File: src/rtl/alu_pkg.sv
// alu_pkg: ARM data-processing opcodes, NZCV flag bit indices and the
// multiply FSM state type used by alu_seq.
package alu_pkg;
  localparam logic [3:0] AND = 4'h0, EOR = 4'h1, SUB = 4'h2, RSB = 4'h3,
                         ADD = 4'h4, ADC = 4'h5, SBC = 4'h6, RSC = 4'h7,
                         TST = 4'h8, TEQ = 4'h9, CMP = 4'hA, CMN = 4'hB,
                         ORR = 4'hC, MOV = 4'hD, BIC = 4'hE, MVN = 4'hF;
  localparam int NEG = 3, ZER = 2, CAR = 1, OVR = 0;
  typedef enum logic {IDLE, MUL} state_e;
endpackage

File: src/rtl/alu_seq_mul_iter.sv
// mul_iter: shift-add multiplier producing the low WIDTH bits of a*b+acc,
// retiring MUL_BITS multiplier bits per cycle; done_o marks the final step.
module mul_iter #(
  parameter int WIDTH    = 32,
  parameter int MUL_BITS = 1
) (
  input  logic             clk,
  input  logic             rst,
  input  logic             start_i,
  input  logic [WIDTH-1:0] a_i,
  input  logic [WIDTH-1:0] b_i,
  input  logic [WIDTH-1:0] acc_i,
  output logic             done_o,
  output logic [WIDTH-1:0] prod_o
);
  localparam int STEPS = WIDTH / MUL_BITS;
  localparam int CW = $clog2(STEPS + 1);
  logic [WIDTH-1:0] mcand_q, mplier_q, sum_q, sum_d;
  logic [CW-1:0] cnt_q;
  always_comb begin
    sum_d = sum_q;
    for (int i = 0; i < MUL_BITS; i++) sum_d = sum_d + (mplier_q[i] ? (mcand_q << i) : '0);
  end
  // The last step's sum goes straight out so the caller loads it on the same edge.
  assign done_o = cnt_q == CW'(1);
  assign prod_o = sum_d;
  always_ff @(posedge clk)
    if (rst) cnt_q <= '0;
    else if (start_i) begin
      mcand_q  <= a_i;
      mplier_q <= b_i;
      sum_q    <= acc_i;
      cnt_q    <= CW'(STEPS);
    end else if (cnt_q != '0) begin
      mcand_q  <= mcand_q << MUL_BITS;
      mplier_q <= mplier_q >> MUL_BITS;
      sum_q    <= sum_d;
      cnt_q    <= cnt_q - CW'(1);
    end
endmodule

File: src/rtl/alu_seq.sv
// alu_seq: handshaked ARM data-processing ALU with a registered result and NZCV
// register; define ALU_MUL_EN to add the iterative MUL/MLA path.
module alu_seq import alu_pkg::*; #(
  parameter int WIDTH    = 32,
  parameter int MUL_BITS = 1
) (
  input  logic             clk,
  input  logic             reset,
  input  logic             in_valid,
  output logic             in_ready,
  input  logic [3:0]       opcode,
  input  logic             set_flags,
  input  logic             is_mul,
  input  logic             accumulate,
  input  logic [WIDTH-1:0] a,
  input  logic [WIDTH-1:0] b,
  input  logic [WIDTH-1:0] acc,
  input  logic             shift_c,
  output logic             out_valid,
  input  logic             out_ready,
  output logic [WIDTH-1:0] result,
  output logic             res_we,
  output logic [3:0]       flags,
  output logic             busy
);
  logic [WIDTH-1:0] result_q, result_d, alu_res, x, y, mul_prod;
  logic [WIDTH:0] sum;
  logic [3:0] flags_q, flags_d;
  logic out_valid_q, out_valid_d, res_we_q, res_we_d;
  logic accept, arith, test, cin, ovf, mul_cmd, mul_done, mul_flag_we;
  assign in_ready = !reset && !busy && (!out_valid_q || out_ready);
  assign accept = in_valid && in_ready;
  assign arith = opcode inside {SUB, RSB, ADD, ADC, SBC, RSC, CMP, CMN};
  assign test = opcode[3:2] == 2'b10;
  assign x = (opcode inside {RSB, RSC}) ? ~a : a;
  assign y = (opcode inside {SUB, SBC, CMP}) ? ~b : b;
  assign cin = (opcode inside {SUB, RSB, CMP}) || ((opcode inside {ADC, SBC, RSC}) && flags_q[CAR]);
  assign sum = {1'b0, x} + {1'b0, y} + (WIDTH+1)'(cin);
  assign ovf = (x[WIDTH-1] == y[WIDTH-1]) && (sum[WIDTH-1] != x[WIDTH-1]);
  always_comb
    case (opcode)
      AND, TST: alu_res = a & b;
      EOR, TEQ: alu_res = a ^ b;
      ORR:      alu_res = a | b;
      MOV:      alu_res = b;
      BIC:      alu_res = a & ~b;
      MVN:      alu_res = ~b;
      default:  alu_res = sum[WIDTH-1:0];
    endcase
  // Single-cycle accepts and multiply completion are exclusive: busy blocks accepts.
  always_comb begin
    result_d    = result_q;
    res_we_d    = res_we_q;
    flags_d     = flags_q;
    out_valid_d = out_valid_q && !out_ready;
    if (accept && !mul_cmd) begin
      out_valid_d = 1'b1;
      result_d    = is_mul ? '0 : alu_res;
      res_we_d    = !is_mul && !test;
      if (!is_mul && (set_flags || test))
        flags_d = {alu_res[WIDTH-1], alu_res == '0, arith ? sum[WIDTH] : shift_c, arith ? ovf : flags_q[OVR]};
    end else if (mul_done) begin
      out_valid_d = 1'b1;
      result_d    = mul_prod;
      res_we_d    = 1'b1;
      if (mul_flag_we) flags_d[NEG:ZER] = {mul_prod[WIDTH-1], mul_prod == '0};
    end
  end
  always_ff @(posedge clk)
    if (reset) begin
      result_q    <= '0;
      res_we_q    <= 1'b0;
      out_valid_q <= 1'b0;
      flags_q     <= '0;
    end else begin
      result_q    <= result_d;
      res_we_q    <= res_we_d;
      out_valid_q <= out_valid_d;
      flags_q     <= flags_d;
    end
  assign result = result_q;
  assign res_we = res_we_q;
  assign out_valid = out_valid_q;
  assign flags = flags_q;
`ifdef ALU_MUL_EN
  state_e state_q, state_d;
  logic mul_sf_q;
  assign mul_cmd = is_mul;
  assign busy = state_q == MUL;
  assign mul_flag_we = mul_sf_q;
  always_comb state_d = (accept && is_mul) ? MUL : mul_done ? IDLE : state_q;
  always_ff @(posedge clk)
    if (reset) begin
      state_q  <= IDLE;
      mul_sf_q <= 1'b0;
    end else begin
      state_q <= state_d;
      if (accept && is_mul) mul_sf_q <= set_flags;
    end
  mul_iter #(.WIDTH(WIDTH), .MUL_BITS(MUL_BITS)) u_mul (
    .clk     (clk),
    .rst     (reset),
    .start_i (accept && is_mul),
    .a_i     (a),
    .b_i     (b),
    .acc_i   (accumulate ? acc : '0),
    .done_o  (mul_done),
    .prod_o  (mul_prod)
  );
`else
  logic unused_mul;
  assign mul_cmd = 1'b0;
  assign busy = 1'b0;
  assign mul_done = 1'b0;
  assign mul_prod = '0;
  assign mul_flag_we = 1'b0;
  assign unused_mul = ^{acc, accumulate, MUL_BITS != 0};
`endif
endmodule

File: config.mk
export PLATFORM = sky130hd
export DESIGN_NAME = alu_seq
export DESIGN_NICKNAME = d
export VERILOG_FILES = /design/src/rtl/alu_pkg.sv /design/src/rtl/alu_seq_mul_iter.sv /design/src/rtl/alu_seq.sv
export SDC_FILE = /design/constraint.sdc
export NUM_CORES = 1
export LEC_CHECK = 0
export ABC_CLOCK_PERIOD_IN_PS = 6600
export CAP_MARGIN = 0
export CELL_PAD_IN_SITES_DETAIL_PLACEMENT = 1
export CELL_PAD_IN_SITES_GLOBAL_PLACEMENT = 2
export CORE_MARGIN = 1
export CORE_UTILIZATION = 29
export DETAILED_ROUTE_END_ITERATION = 10
export GPL_TIMING_DRIVEN = 0
export HOLD_SLACK_MARGIN = 0.15
export PLACE_DENSITY_LB_ADDON = 0.1
export SYNTH_ARGS = -nofsm -noshare
export SYNTH_HDL_FRONTEND = slang
export SYNTH_HIERARCHICAL = 1
export SYNTH_SLANG_ARGS = --single-unit
File: constraint.sdc
create_clock -name clk -period 6.6 [get_ports clk]
set_clock_uncertainty 0.05 [all_clocks]
set_input_delay 0.99 -clock clk [delete_from_list [all_inputs] [get_ports clk]]
set_output_delay 0.99 -clock clk [all_outputs]
set_load 0.1 [all_outputs]
==> results.md, run 1 <==
* Initial DRC Count at ~370
* Distinct cells, synth at 82
* Worst vdd ir at between 0.08 and 0.09 mV
* Max-cap violations at 0
* Ys async rst share at 0%
* Die height at about 150 um
* Largest area contributor in the netlist: ha_1
* First-pass detailed-route iteration total at 5
* # DRC at 0
* Worst-path clk slew at around 0.060 ns
* CTS tree: done
* Vias/cell at between 5 and 6
* Avg Inst Size Synth at around 7.0 um^2
* Max Buffers Root-to-Sink at 2
* Hold_buf cts at 0
* CTS H-tree depth at 2
* Core region area at 21890 um^2
* Vias in the first global route at roughly 7.3k
* Met3 wire length at roughly 1300 um
* I/O Buffers at 112
* Req. time, crit path at 6.78 ns
* Detailed Route WL at around 30000 um
* PnR worst setup slack at between 0.2 and 0.25 ns
* PnR Total Power at 1433 uW
* Post-DP HPWL at approximately 24000 um
* Status: completed
* Yosys reg bits at 38
* Mapped cell area at between 6000 and 7000 um^2
* Dpl ws at -1.255 ns
* Max Fclk at approximately 160 MHz
* Worst slew pin tran at about 1 ns
* Share of cells above drive strength 1 at around 5.7%
* Initial Utilization at around 30%
* Final min period at approximately 6.4 ns
* CP Launch Point: opcode[1]
* Final worst-path cycle share at around 96%
* Sequential share of the synthesized area at between 10% and 20%
* IO Count at about 150
* Critical path endpoint category: register
* Pwr dens at 174.1 nW/um^2
* Hold wc startpoint: result[21]$_SDFFE_PP0P_
* Top-area cell type share of the netlist area at 12.14%
* EDFF count, synth at 0
* Root Driver: clkbuf_16
* Final Util at between 30% and 40%
* Die Width at around 150 um
* Fin nets at between 1k and 1.5k
* Die area at between 20000 and 25000 um^2
* Worst r2r src: flags[1]$_SDFFE_PP0P_
* Cell Count, Final, Fillers Out at 1334
* RSZ-0062 raised after global routing: no
* Hold crit path type: register to register
* Syn_nets at around 1.1k
* Row count at 54
* Routed wire per std cell at ~22 um
* Post-synthesis cell count at 930
* Uppermost layer routed: met4
* Worst rel slew slack at 32.98%
* Gpl congestion at between 0.8 and 0.9
* Worst EP arrival at roughly 6.5 ns
* Synth Warn # at 6
* Synth Flop Type: dfxtp_1
* Final Hold Fails at 0
* GR Overflow Total at 0
* Setup CP Type: input pin to register
* GRT Total Usage at a little over a quarter
* Area grow syn2layout at 26.75%
* Sink Count at 38
* Initial antenna violation count at 0
* Slew Limit Fails at 0
* Commonest cells after routing, fill and taps aside: clkdlybuf4s50_1 (112), nor2_1 (101), xnor2_1 (78)
* Clock buffers created by TritonCTS at 5
* Worst setup SP type: input pin
* Placed instance count at between 1k and 1.5k
* First-pass GRT wire length at between 40000 and 50000 um
* Wire length on met1 at ~14000 um
* Via count at between 7k and 8k
* P_leak at around 0.0033 uW
* Most common cell after layout, fill and taps aside: clkdlybuf4s50_1
* Final setup viols at 0
* Final ANT Viol Nets at 0
* Wire length on met2 at approximately 14000 um
* CP max FO at 19
* Worst-skew pair later-pin latency at between 0.2 and 0.3 ns
* N_diodes at 0
* Largest net degree at the start of global routing at 20
* Top cells by area, synth: ha_1 (12%), dfxtp_1 (12%), xnor2_1 (11%), nor2_1 (5.8%), a21oi_1 (5.8%)
[registers in the layout, summed over array words and instances (netlist names)]
name	count
out_valid	1
res_we	1
result	32
flags	4
[stage by stage]
stage          hold slack, ns  instance area, um^2  setup TNS [ns]
2_1_floorplan          0.8333                 6491               0
3_3_place_gp           0.3985                 7963          -9.906
3_5_place_dp           0.4110                 7979          -10.82
4_1_cts                0.4206                 8168               0
5_1_grt                0.4377                 8228               0
6_report               0.4175                 8228               0
[synthesized netlist by cell type, types with 6 or more instances]
master,count
a211oi_1,6
a21o_1,13
a21oi_1,75
a221oi_1,10
a222oi_1,7
a22oi_1,35
a32oi_1,6
and3_1,7
buf_1,10
buf_2,13
clkbuf_1,38
dfxtp_1,38
ha_1,63
inv_1,74
mux2i_1,8
nand2_1,55
nand3_1,17
nand4_1,10
nor2_1,101
nor2b_1,9
nor3_1,25
o21ai_0,51
o21ai_1,10
o221ai_1,6
o22ai_1,14
o31ai_1,6
or3_1,11
xnor2_1,78
xor2_1,17
[cells by family after synthesis]
logic type / synth area share, %
AOI/OAI and AO/OA: 32.15
and+or+nand+nor: 20.34
buffers and inverters: 8.578
xor gates and xnor gates: 12.82
adders and majority gates: 12.76
DFF: 11.72
muxes: 1.581
other: 0.05777
[report_power, final]
group / internal, uW / total [uW] / switching (uW)
clock network: 150 / 249 / 99.5
registers: 239 / 245 / 5.40
logic: 339 / 939 / 600
[metal layers]
metal | up-vias | track usage, %
met2 | 203 | 44.47
li1 | 3636 | -
met4 | 0 | 7.574
met3 | 33 | 2.635
met5 | - | 0
met1 | 3562 | 35.04
[critical path, cell delays in order]
cell	delay (ns)
clkdlybuf4s50_1	0.52
clkbuf_4	0.23
clkbuf_4	0.30
buf_6	0.31
nand3_1	0.32
clkdlybuf4s15_2	0.49
xnor2_1	0.22
ha_1	0.34
clkbuf_1	0.36
and4_1	0.30
nand3_1	0.09
a211oi_1	0.46
nor3b_1	0.13
xnor2_1	0.18
a221oi_2	0.57
nand3b_1	0.20
nor4_4	0.29
nand4_1	0.13
nand2_1	0.09
[final timing paths]
| check | endpoint | slack, ns | cells after the start |
|---|---|---|---|
| setup / recovery | flags[2]$_SDFFE_PP0P_ | 0.25 | 19 |
| hold / removal | result[21]$_SDFFE_PP0P_ | 0.42 | 2 |
| setup reg to reg | flags[2]$_SDFFE_PP0P_ | 2.44 | 15 |
| hold reg to reg | result[21]$_SDFFE_PP0P_ | 0.42 | 2 |
[repair_timing]
item | in CTS | in global routing
hold endpoints to repair | 0 | 0
gates resized for setup | 15 | 12
setup buffers | 0 | 4
endpoints found under the setup margin | 18 | 1
[area by class of cell]
| type | instances | area [um^2] |
|---|---|---|
| sequential | 38 | 760.7 |
| inverter | 76 | 289.0 |
| tap | 280 | 350.3 |
| clock inverter | 2 | 12.51 |
| multi-input combinational | 752 | 5206 |
| clock buffer | 6 | 138.9 |
| timing repair buffer | 117 | 1162 |
| buffer | 63 | 307.8 |
| fill | 2778 | 13660 |
Power figures use the tool's default switching activity.
==> run 2: changes to the inputs <==
--- a/config.mk
+++ b/config.mk
@@ -15,6 +15,7 @@
 export GPL_TIMING_DRIVEN = 0
 export HOLD_SLACK_MARGIN = 0.15
 export PLACE_DENSITY_LB_ADDON = 0.1
+export REMOVE_ABC_BUFFERS = 1
 export SYNTH_ARGS = -nofsm -noshare
 export SYNTH_HDL_FRONTEND = slang
 export SYNTH_HIERARCHICAL = 1
==> run 2 against run 1 <==
- clock power increased by 20%
- power increased by 0.39%
- sequential power about the same
- core utilization decreased by 0.58 points
- largest cell class unchanged
==> results.md, run 2 (synthesis gave the netlist of run 1 again) <==
* Status: completed
* Core region area at 21890 um^2 (unchanged)
* Slowest CP cell: or3_4
* Worst EP arrival at 6.50 ns (-0.03 ns)
* GRT Total Usage at 24.27% (-2.0 points)
* Most common cell after layout, fill and taps aside: clkdlybuf4s50_1
* GR Overflow Total at 0 (unchanged)
* First-pass detailed-route iteration total at 5 (unchanged)
* IO Count at 148 (unchanged)
* Final setup viols at 0 (unchanged)
* Worst vdd ir at 0.07709 mV (-6.7%)
* Clock buffers created by TritonCTS at 5 (unchanged)
* Initial DRC Count at 333 (-11%)
* Slew Limit Fails at 0 (unchanged)
* Die Width at 151.6 um (unchanged)
* Sink Count at 38 (unchanged)
* Hold crit path type: register to register
* Routed wire per std cell at 21.51 um (-4.3%)
* # DRC at 0 (unchanged)
* Worst-skew pair later-pin latency at 0.29 ns (about the same)
* Initial Utilization at 29.65% (unchanged)
* Setup CP Type: input pin to register
* Hold_buf cts at 0 (unchanged)
* Die area at 22990 um^2 (unchanged)
* Max-cap violations at 0 (unchanged)
* Post-DP HPWL at 20710 um (-13%)
* P_leak at 0.003223 uW (-2.2%)
* CTS H-tree depth at 2 (unchanged)
* Delay-heaviest family, CP: compound AO/OA/AOI/OAI gates
* PnR worst setup slack at 0.2901 ns (+0.04054 ns)
* Share of cells above drive strength 1 at 5.105% (-0.59 points)
* Largest net degree at the start of global routing at 40 (+100%)
* Commonest cells after routing, fill and taps aside: clkdlybuf4s50_1 (108), nor2_1 (98), xnor2_1 (78)
* Fin nets at 1171 (-4.5%)
* Max Buffers Root-to-Sink at 2 (unchanged)
* First-pass GRT wire length at 42220 um (-5.4%)
* CP max stage delay at 0.61 ns (+0.04 ns)
* Row count at 54 (unchanged)
* Initial antenna violation count at 0 (unchanged)
* Final Hold Fails at 0 (unchanged)
* I/O Buffers at 113 (+0.89%)
* Max Fclk at 158.5 MHz (+0.64%)
* Worst slew pin tran at 1.186 ns (+0.1846 ns)
* Crit path buf inv count at 3 (-3)
* Req. time, crit path at 6.79 ns (about the same)
* Max reg flops at 32 (unchanged)
* Hold WS at 0.4041 ns (-0.01343 ns)
* Dpl ws at -2.067 ns (-0.8121 ns)
* Gpl congestion at 0.8444 (-3.2%)
* Worst-path clk slew at 0.07 ns (about the same)
* Critical path endpoint category: register
* Top cell by count, worst path: fa_1
* Final ANT Viol Nets at 0 (unchanged)
* Die height at 151.6 um (unchanged)
* Worst rel slew slack at 20.72% (-12 points)
* Final min period at 6.310 ns (-0.04054 ns)
* Vias/cell at 5.659 (+1.6%)
* Area grow syn2layout at 24.81%
* RSZ-0062 raised after global routing: no
* Vias in the first global route at 7201 (-1.6%)
* N_diodes at 0 (unchanged)
* Via count at 7238 (-2.6%)
* CP max FO at 15 (-4)
* CTS tree: done
* Pwr dens at 177.5 nW/um^2 (+2.0%)
* Final worst-path cycle share at 95.60% (-0.61 points)
* Final Util at 37.01% (-0.58 points)
* Root Driver: clkbuf_16
* Cell Chain, Critical Path: buf_2 > clkinvlp_4 > or3_4 > xnor2_1 > fa_1 > inv_1 > fa_1 > nor2b_1 > o221ai_2 > a2111o_1 > and4_1 > o31ai_1 > mux2i_1 > o221ai_1 > a2111oi_1 > nand4_1 > nand2_1
* Detailed Route WL at 27510 um (-8.2%)
* Worst setup SP type: input pin
* Fillers at 2744 (-1.2%)
[run 2: cell count changes in the layout (fill, tap and decap cells not counted), moves of 4 or more]
| cell | change |
|---|---|
| buf_1 | -6 |
| buf_12 | +5 |
| buf_2 | -7 |
| clkbuf_1 | -33 |
| clkdlybuf4s50_1 | -4 |
[run 2: metrics by stage]
stage	instances	cell area [um^2]	total power [uW]	setup TNS [ns]
after floorplan	866	6220	838.2	0
after global placement	1259	7701	1126	-93.54
after detailed placement	1269	7893	1138	-25.36
after CTS	1277	8090	1447	0
after global routing	1279	8102	1538	0
final	1279	8102	1438	0
[run 2: path summary, 6_finish.rpt]
kind,from,endpoint,slack [ns],depth (start not counted)
worst min register to register,result[15]$_SDFFE_PP0P_,result[15]$_SDFFE_PP0P_,0.40,2
worst min-delay path,result[15]$_SDFFE_PP0P_,result[15]$_SDFFE_PP0P_,0.40,2
worst max register to register,flags[1]$_SDFFE_PP0P_,flags[2]$_SDFFE_PP0P_,2.06,15
worst max-delay path,opcode[1],flags[2]$_SDFFE_PP0P_,0.29,17
[run 2: cell type report]
cell class              instances  area (um^2)  share of cell area [%]
inverters                      76        291.5                   3.598
repair buffers                125         1301                   16.06
multi-input cells             752         5228                   64.53
clock inverters                 3        45.04                  0.5560
clock buffers                   5        125.1                   1.544
well taps                     280        350.3                   4.324
flip-flops and latches         38        760.7                   9.390
[run 2: what timing repair did]
action                     4_1_cts  5_1_grt
setup buffers                    0        2
setup endpoints to repair       27        1
gates cloned                     0        0
gates resized for setup          9        7
[run 2: metal layers]
layer | part of all wire (%) | up-vias | track usage [%]
li1 | - | 3513 | -
met1 | 49 | 3534 | 33.80
met2 | 46 | 168 | 40.39
met3 | 3.8 | 23 | 2.725
met4 | 1.4 | 0 | 4.208
met5 | 0 | - | 0
[run 2: worst register-to-register path, stage by stage, from the launching register on]
cell,delay [ns]
dfxtp_1,0.39
a21oi_1,0.09
o2bb2ai_1,0.22
fa_1,0.25
inv_1,0.07
fa_1,0.46
nor2b_1,0.22
o221ai_2,0.23
a2111o_1,0.47
and4_1,0.29
o31ai_1,0.34
mux2i_1,0.26
o221ai_1,0.21
a2111oi_1,0.56
nand4_1,0.25
nand2_1,0.12
[run 2: power by group]
group,total [uW],internal (uW),switching (uW)
combinational,894,333,561
sequential,245,239,6.19
clock,299,179,120
==> run 3: changes to the inputs <==
--- a/config.mk
+++ b/config.mk
@@ -16,6 +16,7 @@
 export HOLD_SLACK_MARGIN = 0.15
 export PLACE_DENSITY_LB_ADDON = 0.1
 export REMOVE_ABC_BUFFERS = 1
+export SLEW_MARGIN = 5
 export SYNTH_ARGS = -nofsm -noshare
 export SYNTH_HDL_FRONTEND = slang
 export SYNTH_HIERARCHICAL = 1
==> run 3 against run 2 <==
- sequential power is essentially flat
- first-iteration DRC count grew 3.0%
- register-to-register slack gained 0.02 ns
- combinational power is essentially flat
- core utilization shrank 0.14 points
- via count grew 0.58%
- critical path type unchanged
- highest routed layer unchanged
==> results.md, run 3 (synthesis gave the netlist of run 1 again) <==
* Hold WS at 0.4030 ns (-0.001057 ns)
* Via count at 7280 (+0.58%)
* Initial Utilization at 29.65% (unchanged)
* R2R depth at 15 (unchanged)
* Final worst-path cycle share at 96.43% (+0.83 points)
* Req. time, crit path at 6.79 ns (about the same)
* Initial antenna violation count at 0 (unchanged)
* Status: completed
* Fillers at 2765 (+0.77%)
* CP Launch Point: opcode[1]
* Post-DP HPWL at 20500 um (-1.0%)
* Hold_buf cts at 0 (unchanged)
* Root Driver: clkbuf_16
* Share of cells above drive strength 1 at 4.618% (-0.49 points)
* Worst r2r src: flags[1]$_SDFFE_PP0P_
* Final min period at 6.364 ns (+0.05461 ns)
* Post-CTS sizing at 8 (-1)
* Initial DRC Count at 343 (+3.0%)
* WHS Path Cells at 2 (unchanged)
* Gate power share at 62.1% (about the same)
* # DRC at 0 (unchanged)
* Cell Int Power at 748.6 uW (-0.30%)
* Max-cap violations at 0 (unchanged)
* Hold crit path type: register to register
* Routed wire per std cell at 21.73 um (+1.1%)
* Area grow syn2layout at 24.33%
* Cell Count, Final, Fillers Out at 1276 (-0.23%)
* Max reg flops at 32 (unchanged)
* Die area at 22990 um^2 (unchanged)
* Placed instance count at 1267 (-0.16%)
* N_diodes at 0 (unchanged)
* First-pass GRT wire length at 42750 um (+1.2%)
* GRT Total Usage at 24.59% (+0.31 points)
* CTS tree: done
* Max Buffers Root-to-Sink at 2 (unchanged)
* Worst-path clk slew at 0.07 ns (about the same)
* Post-CTS repair timing setup buffer count at 0 (unchanged)
* Final setup viols at 0 (unchanged)
* Clock buffers created by TritonCTS at 5 (unchanged)
* First-pass detailed-route iteration total at 5 (unchanged)
* Final Hold Fails at 0 (unchanged)
* Sink Count at 38 (unchanged)
* Worst slew pin tran at 1.184 ns (-0.002021 ns)
* Vias in the first global route at 7255 (+0.75%)
* Worst setup SP type: input pin
* Gpl congestion at 0.8444 (unchanged)
* Wire length on met2 at 12760 um (+1.8%)
* Largest net degree at the start of global routing at 40 (unchanged)
* RSZ-0062 raised after global routing: no
* Pwr dens at 177.9 nW/um^2 (+0.20%)
* Final ANT Viol Nets at 0 (unchanged)
* PnR Total Power at 1436 uW (-0.18%)
* Hold wc startpoint: result[15]$_SDFFE_PP0P_
* Vias/cell at 5.705 (+0.82%)
* GR Overflow Total at 0 (unchanged)
* Most common cell after layout, fill and taps aside: clkdlybuf4s50_1
* Worst-skew pair later-pin latency at 0.29 ns (about the same)
* Commonest cells after routing, fill and taps aside: clkdlybuf4s50_1 (108), nor2_1 (98), xnor2_1 (78)
* P_sw at 687.2 uW (about the same)
* Die Width at 151.6 um (unchanged)
* I/O Buffers at 113 (unchanged)
* Worst EP arrival at 6.55 ns (+0.05 ns)
* Core region area at 21890 um^2 (unchanged)
* Row count at 54 (unchanged)
* Wire length on met1 at 13760 um (+1.6%)
* Sequential share of power at 17.1% (about the same)
* Fin nets at 1168 (-0.26%)
* P_leak at 0.003206 uW (-0.52%)
* Worst rel slew slack at 20.86% (+0.14 points)
* Uppermost layer routed: met4
* Met3 wire length at 960 um (-8.4%)
* Share of power burned in the clock network at 20.8% (about the same)
* IO Count at 148 (unchanged)
* Slew Limit Fails at 0 (unchanged)
* Max Fclk at 157.1 MHz (-0.86%)
* CTS H-tree depth at 2 (unchanged)
* Sw Share at 47.86% (+0.059 points)
* Worst vdd ir at 0.07813 mV (+1.4%)
* Critical path endpoint category: register
* Die height at 151.6 um (unchanged)
* CP max FO at 15 (unchanged)
* Detailed Route WL at 27730 um (+0.82%)
* Setup CP Type: input pin to register
## run 3: cell type report
| cell class | count | area [um^2] | share of cell area, % |
|---|---|---|---|
| well taps | 280 | 350.3 | 4.341 |
| clock buffers | 5 | 125.1 | 1.550 |
| repair buffers | 121 | 1261 | 15.63 |
| inverters | 76 | 285.3 | 3.535 |
| clock inverters | 3 | 45.04 | 0.5581 |
| flip-flops and latches | 38 | 760.7 | 9.426 |
| multi-input cells | 753 | 5243 | 64.96 |
## run 3: worst paths after layout
path / to / slack (ns)
worst max register to register: flags[2]$_SDFFE_PP0P_ / 2.08
worst min-delay path: result[15]$_SDFFE_PP0P_ / 0.40
worst max-delay path: flags[2]$_SDFFE_PP0P_ / 0.24
worst min register to register: result[15]$_SDFFE_PP0P_ / 0.40
## run 3: power groups by stage
stage | Clock (uW) | Combinational [uW] | Sequential (uW)
2_1_floorplan | 0 | 518 | 320
3_3_place_gp | 0 | 875 | 251
3_5_place_dp | 0 | 884 | 251
4_1_cts | 307 | 893 | 246
5_1_grt | 315 | 972 | 247
6_report | 299 | 892 | 245
## run 3: stage by stage
stage	setup WS [ns]	area [um^2]	utilization (%)	TNS (ns)
2_1_floorplan	0.6065	6220	-	0
3_3_place_gp	-4.013	7701	35.18	-93.54
3_5_place_dp	-1.912	7870	35.95	-21.60
4_1_cts	0.2041	8070	36.87	0
5_1_grt	0.0006866	8070	36.87	0
6_report	0.2355	8070	36.87	0
## run 3: worst max-delay path, cell delays in order
cell and delay [ns]:
buf_2 0.47, inv_1 0.44, or3_4 0.65, xnor2_1 0.26
fa_1 0.24, inv_1 0.07, fa_1 0.46, nor2b_1 0.21
o221ai_2 0.23, a2111o_1 0.47, and4_1 0.28, o31ai_1 0.37
mux2i_1 0.25, o221ai_1 0.19, a2111oi_1 0.55, nand4_1 0.25
nand2_1 0.12
## run 3: per-layer routing
metal  vias up  track usage, %
li1       3514               -
met1      3591           34.46
met2       158           41.67
met3        17           2.365
met4         0           2.673
met5         -               0
